**src/rtl/instruction_memory_ctrl.sv**
```systemverilog
// Loadable instruction memory with a byte-addressed valid/ready fetch port and
// a one-cycle registered response; a post-reset sweep clears every word to NOP.
module instruction_memory_ctrl #(
  parameter int ADDR_W = 8,
  parameter int DATA_W = 32,
  parameter int DEPTH  = 64
) (
  input  logic              clk,
  input  logic              rst_n,
  output logic              init_done,
  input  logic              req_valid,
  output logic              req_ready,
  input  logic [ADDR_W-1:0] req_addr,
  output logic              rsp_valid,
  input  logic              rsp_ready,
  output logic [DATA_W-1:0] rsp_instr,
  output logic              rsp_fault,
  input  logic              ld_en,
  input  logic [ADDR_W-3:0] ld_addr,
  input  logic [DATA_W-1:0] ld_data
);
  localparam int IW = (DEPTH > 1) ? $clog2(DEPTH) : 1;
  // One extra bit so DEPTH == 2**(ADDR_W-2) still compares correctly.
  localparam logic [ADDR_W-2:0] DEPTH_X = (ADDR_W-1)'(DEPTH);

  typedef enum logic {INIT, RUN} state_t;
  state_t state, state_nxt;

  logic [IW-1:0]     sweep_cnt;
  logic [DATA_W-1:0] mem [DEPTH];
  logic [ADDR_W-3:0] req_idx;
  logic              req_misal, req_in_range, ld_in_range, accept;

  assign req_idx      = req_addr[ADDR_W-1:2];
  assign req_misal    = |req_addr[1:0];
  assign req_in_range = {1'b0, req_idx} < DEPTH_X;
  assign ld_in_range  = {1'b0, ld_addr} < DEPTH_X;
  assign accept       = req_valid && req_ready;

  always_ff @(posedge clk or negedge rst_n) begin
    if (!rst_n) state <= INIT;
    else        state <= state_nxt;
  end

  always_comb begin
    state_nxt = state;
    if (state == INIT && sweep_cnt == IW'(DEPTH-1)) state_nxt = RUN;
  end

  always_comb begin
    init_done = (state == RUN);
    req_ready = init_done && !ld_en && (!rsp_valid || rsp_ready);
  end

  always_ff @(posedge clk or negedge rst_n) begin
    if (!rst_n)              sweep_cnt <= '0;
    else if (state == INIT)  sweep_cnt <= sweep_cnt + IW'(1);
  end

  // Array itself is never reset; the sweep owns the write port during INIT.
  always_ff @(posedge clk) begin
    if (state == INIT)              mem[sweep_cnt]       <= '0;
    else if (ld_en && ld_in_range)  mem[ld_addr[IW-1:0]] <= ld_data;
  end

  always_ff @(posedge clk or negedge rst_n) begin
    if (!rst_n) begin
      rsp_valid <= 1'b0;
      rsp_instr <= '0;
      rsp_fault <= 1'b0;
    end else if (accept) begin
      rsp_valid <= 1'b1;
      rsp_fault <= req_misal;
      rsp_instr <= (!req_misal && req_in_range) ? mem[req_idx[IW-1:0]] : '0;
    end else if (rsp_ready) begin
      rsp_valid <= 1'b0;
    end
  end
endmodule

```
**config.mk**
```make
export PLATFORM = sky130hd
export DESIGN_NAME = instruction_memory_ctrl
export DESIGN_NICKNAME = d
export VERILOG_FILES = /design/src/rtl/instruction_memory_ctrl.sv
export SDC_FILE = /design/constraint.sdc
export NUM_CORES = 2
export LEC_CHECK = 0
export CELL_PAD_IN_SITES_DETAIL_PLACEMENT = 1
export CELL_PAD_IN_SITES_GLOBAL_PLACEMENT = 2
export CORE_MARGIN = 8
export CORE_UTILIZATION = 30
export DETAILED_ROUTE_END_ITERATION = 8
export PLACE_DENSITY = 0.62
export SKIP_LAST_GASP = 1
export SYNTH_ARGS = -nofsm -noshare
export SYNTH_HDL_FRONTEND = slang
export SYNTH_SLANG_ARGS = --single-unit
```
**constraint.sdc**
```tcl
create_clock -name clk -period 4.35 [get_ports clk]
set_clock_uncertainty 0.1 [all_clocks]
set_input_delay 1.305 -clock clk [delete_from_list [all_inputs] [get_ports clk]]
set_output_delay 1.305 -clock clk [all_outputs]
set_load 0.1 [all_outputs]
```
==> impl_table.tex <==
\begin{tabular}{lr}
\hline
Metric & Value \\
\hline
\multicolumn{2}{l}{\textbf{Status}} \\
\quad Status & completed \\
\multicolumn{2}{l}{\textbf{CTS}} \\
\quad Post-CTS Setup Repair Bufs & 0 \\
\quad TritonCTS sink count & 2089 \\
\quad Clock buffers created by TritonCTS & 209 \\
\quad Later-pin clock latency in the skew report & 0.85 ns \\
\quad TritonCTS clock tree & built \\
\quad CTS-repair resized insts & 0 \\
\quad Post-CTS Hold Buffers & 0 \\
\quad Worst-path clk slew & 0.07 ns \\
\quad Max Root-Sink Buffers & 3 \\
\quad Deepest level of the CTS H-tree & 4 \\
\quad Clock tree root buffer cell & sky130\_fd\_sc\_hd\_\_clkbuf\_16 \\
\multicolumn{2}{l}{\textbf{Power}} \\
\quad Fraction of power consumed by the clock network & 0.446 \\
\quad Internal portion of total power & 32.8 mW \\
\quad Leak Pwr & 25.9 nW \\
\quad Peak supply drop & 0.345 mV \\
\quad Net switching component of the power & roughly 8.4 mW \\
\quad Power share of the combinational group & 0.026 \\
\quad Share of total power consumed by net switching & 0.204 \\
\quad Power per Cell Area & 428 nW/µm² \\
\quad Sequential Power Share & 0.527 \\
\multicolumn{2}{l}{\textbf{Timing}} \\
\quad Final-layout setup total negative slack & 0 ns \\
\quad Final cycle utilization of the critical path & 0.980 \\
\quad Final setup margin & 0.0852 ns \\
\quad Number of hold violations in the final report & 0 \\
\quad Relative max-transition margin & 0.0512 \\
\quad Maximum clock rate & 234 MHz \\
\quad Worst-margin pin slew & 1.39 ns \\
\quad Period minus WS final & roughly 4.3 ns \\
\quad Worst hold-check slack & 0.416 ns \\
\quad Number of slew-limit violations in the final report & 0 \\
\quad Setup-violating endpoint count in the final report & 0 \\
\quad Setup repair after global routing missed its margin & no \\
\multicolumn{2}{l}{\textbf{Global route}} \\
\quad Vias in the first global route & 42351 \\
\quad Wire length of the first global-routing pass & 329000 µm \\
\quad Largest net degree at the start of global routing & 65 \\
\quad Total routing resource utilization after global routing & 0.159 \\
\quad Overflow left after global routing & 0 \\
\quad Antenna violations before repair & 8 \\
\multicolumn{2}{l}{\textbf{Die}} \\
\quad Effective utilization at floorplan & 0.301 \\
\quad Die footprint & around 290000 µm² \\
\quad X dimension of the die & 535 µm \\
\quad Die Y-Extent & 535 µm \\
\quad \# IOs & 87 \\
\quad Count of standard-cell rows & 190 \\
\quad Placeable core area & 268000 µm² \\
\multicolumn{2}{l}{\textbf{Synth}} \\
\quad Cells after Synth & between 3000 and 4000 \\
\quad Warning count from the yosys run & 0 \\
\quad Flop and latch count out of synthesis & 2089 \\
\quad Synthesized cell area & 80700 µm² \\
\quad Sequential area share after synthesis & 0.775 \\
\quad Leading register cell type out of synthesis & sky130\_fd\_sc\_hd\_\_edfxtp\_1 \\
\quad Async S/R FF share, synth & 0.0196 \\
\quad Post-synth EDFFs & 2048 \\
\quad Syn Nets & 3754 \\
\quad Post-synthesis area per instance & 21.8 µm² \\
\quad Distinct cell type count of the synthesized netlist & 60 \\
\multicolumn{2}{l}{\textbf{Setup path}} \\
\quad Critical Setup Path Class & input pin to output port \\
\quad Worst Path Arrival & 2.86 ns \\
\quad Crit Path Max Fanout & 6 \\
\quad CP max-delay cell & sky130\_fd\_sc\_hd\_\_clkdlybuf4s50\_1 \\
\quad Cell Chain, Critical Path & clkdlybuf4s50\_1 > nand2b\_1 > buf\_4 > nor2\_1 > buf\_4 > buf\_12 \\
\quad Most frequent cell on the critical path & sky130\_fd\_sc\_hd\_\_buf\_4 \\
\quad Worst Path Required & 2.94 ns \\
\quad Element type at the critical path start & input pin \\
\quad Kind of end point of the critical path & output port \\
\quad CP peak stage delay & roughly 0.54 ns \\
\multicolumn{2}{l}{\textbf{Drt}} \\
\quad Via-to-Cell Ratio & 5.08 \\
\quad Average wire per standard cell & between 20 and 30 µm \\
\quad DRC violations left & 0 \\
\quad Post-detailed-route count of antenna-violating nets & 0 \\
\quad Drt total wl & 233000 µm \\
\quad Routed via count & 40191 \\
\quad Drt initial violations & 3809 \\
\quad Number of optimization iterations in the first detailed-route pass & 7 \\
\multicolumn{2}{l}{\textbf{Final layout}} \\
\quad Commonest non-fill, non-tap cells in the layout & 2048 x sky130\_fd\_sc\_hd\_\_edfxtp\_1, 415 x sky130\_fd\_sc\_hd\_\_mux4\_2, 304 x sky130\_fd\_sc\_hd\_\_buf\_4 \\
\quad Nets@finish & 4224 \\
\quad Leading cell type in the layout, fill and taps excluded & sky130\_fd\_sc\_hd\_\_edfxtp\_1 \\
\quad Synthesis-to-finish area growth & 19.4\% \\
\quad Final instance area & 96300 µm² \\
\quad Fraction of layout instances using a drive strength above 1 & 0.295 \\
\multicolumn{2}{l}{\textbf{Placement}} \\
\quad Placed cell areas & 89400 µm² \\
\quad Worst Setup Slack post-DPL & -0.673 ns \\
\quad Routability Congestion & between 0.7 and 0.8 \\
\quad Number of port buffers & between 80 and 90 \\
\quad Final HPWL from detailed placement & 144000 µm \\
\multicolumn{2}{l}{\textbf{Worst hold path}} \\
\quad Hold WC Path Type & flip-flop to flip-flop \\
\multicolumn{2}{l}{\textbf{Job}} \\
\quad Max-Cap Viols & 0 \\
\hline
\end{tabular}
final timing paths:
path | from | to | slack [ns] | cells after the start
worst max-delay path | ld_en | req_ready | 0.09 | 6
worst min-delay path | rsp_instr[31] | rsp_instr[31] | 0.42 | 1
worst max register to register | init_done | rsp_instr[12] | 0.46 | 7
worst min register to register | rsp_instr[31] | rsp_instr[31] | 0.42 | 1
max in group asynchronous | rst_n | rsp_instr[2] | 3.06 | 1
min in group asynchronous | rst_n | rsp_instr[3] | 0.48 | 1
metal layers:
metal	wire length, µm	up-vias	global-route usage
li1	-	16602	-
met1	102000	22255	0.218
met2	116000	1063	0.272
met3	10600	271	0.0208
met4	4960	0	0.0379
met5	0	-	0
sequential cells by signal (all words and copies together) (netlist names):
| name | count |
|---|---|
| rsp_fault | 1 |
| sweep_cnt | 6 |
| mem | 2048 |
| init_done | 1 |
| rsp_instr | 32 |
| rsp_valid | 1 |
synth_stat cells, types with 9 or more instances:
master                      instances  share of area
sky130_fd_sc_hd__mux2_2            23         0.0032
sky130_fd_sc_hd__nand2_1           72         0.0034
sky130_fd_sc_hd__nand2b_1          11        0.00085
sky130_fd_sc_hd__and3_1            37         0.0029
sky130_fd_sc_hd__mux2i_1          283          0.035
sky130_fd_sc_hd__nor2b_1           42         0.0033
sky130_fd_sc_hd__a2111oi_0         11         0.0012
sky130_fd_sc_hd__a32oi_1            9        0.00098
sky130_fd_sc_hd__edfxtp_1        2048           0.76
sky130_fd_sc_hd__a31oi_1           15         0.0012
sky130_fd_sc_hd__a22oi_1          116          0.011
sky130_fd_sc_hd__a21oi_1           53         0.0033
sky130_fd_sc_hd__buf_4             50         0.0047
sky130_fd_sc_hd__a221oi_1          28         0.0030
sky130_fd_sc_hd__buf_6             32         0.0045
sky130_fd_sc_hd__buf_2             48         0.0030
sky130_fd_sc_hd__nor2_1            77         0.0036
sky130_fd_sc_hd__a22o_1            36         0.0039
sky130_fd_sc_hd__dfrtp_1           41          0.013
sky130_fd_sc_hd__mux4_2           415           0.12
sky130_fd_sc_hd__nand3_1           33         0.0020
sky130_fd_sc_hd__o22ai_1           24         0.0019
sky130_fd_sc_hd__clkbuf_1          57         0.0027
sky130_fd_sc_hd__a211oi_1          27         0.0025
sky130_fd_sc_hd__buf_1             14        0.00065
metrics by stage:
stage               std cells  total power, mW  utilization
floorplan                3702             22.8            -
global placement         7513             23.3        0.334
detailed placement       7513             23.3        0.334
CTS                      7901             41.7        0.360
global route             7903             42.3        0.360
finish                   7905             41.3        0.360
cell families after synthesis:
logic type | count (synthesis) | synth area share
DFF | 2089 | 0.775
buffers and inverters | 213 | 0.0171
muxes | 721 | 0.154
and+or+nand+nor | 312 | 0.0195
xor gates and xnor gates | 5 | 0.000543
AOI/OAI and AO/OA | 361 | 0.0333
adders and majority gates | 1 | 0.000155
power groups by stage:
| stage | sequential, mW | combinational [mW] | clock [mW] |
|---|---|---|---|
| after floorplan | 22.2 | 0.641 | 0 |
| after global placement | 22.2 | 1.10 | 0 |
| after detailed placement | 22.2 | 1.10 | 0 |
| after CTS | 21.7 | 1.10 | 18.8 |
| after global routing | 21.7 | 1.14 | 19.5 |
| final | 21.7 | 1.08 | 18.4 |
critical path, delay by kind of cell:
kind                   cells  cell delay (ns)
buffers and inverters      4             1.12
AND/OR/NAND/NOR            2             0.43
final cells by class:
class	count	area, µm²
clock buffer	254	5540
sequential	2089	62500
multi-input combinational	1400	17300
fill	26195	171000
timing repair buffer	467	5050
tap	3552	4440
antenna	4	10.0
clock inverter	134	1420
inverter	5	18.8
Note: power is estimated with default switching activity, not from simulation.
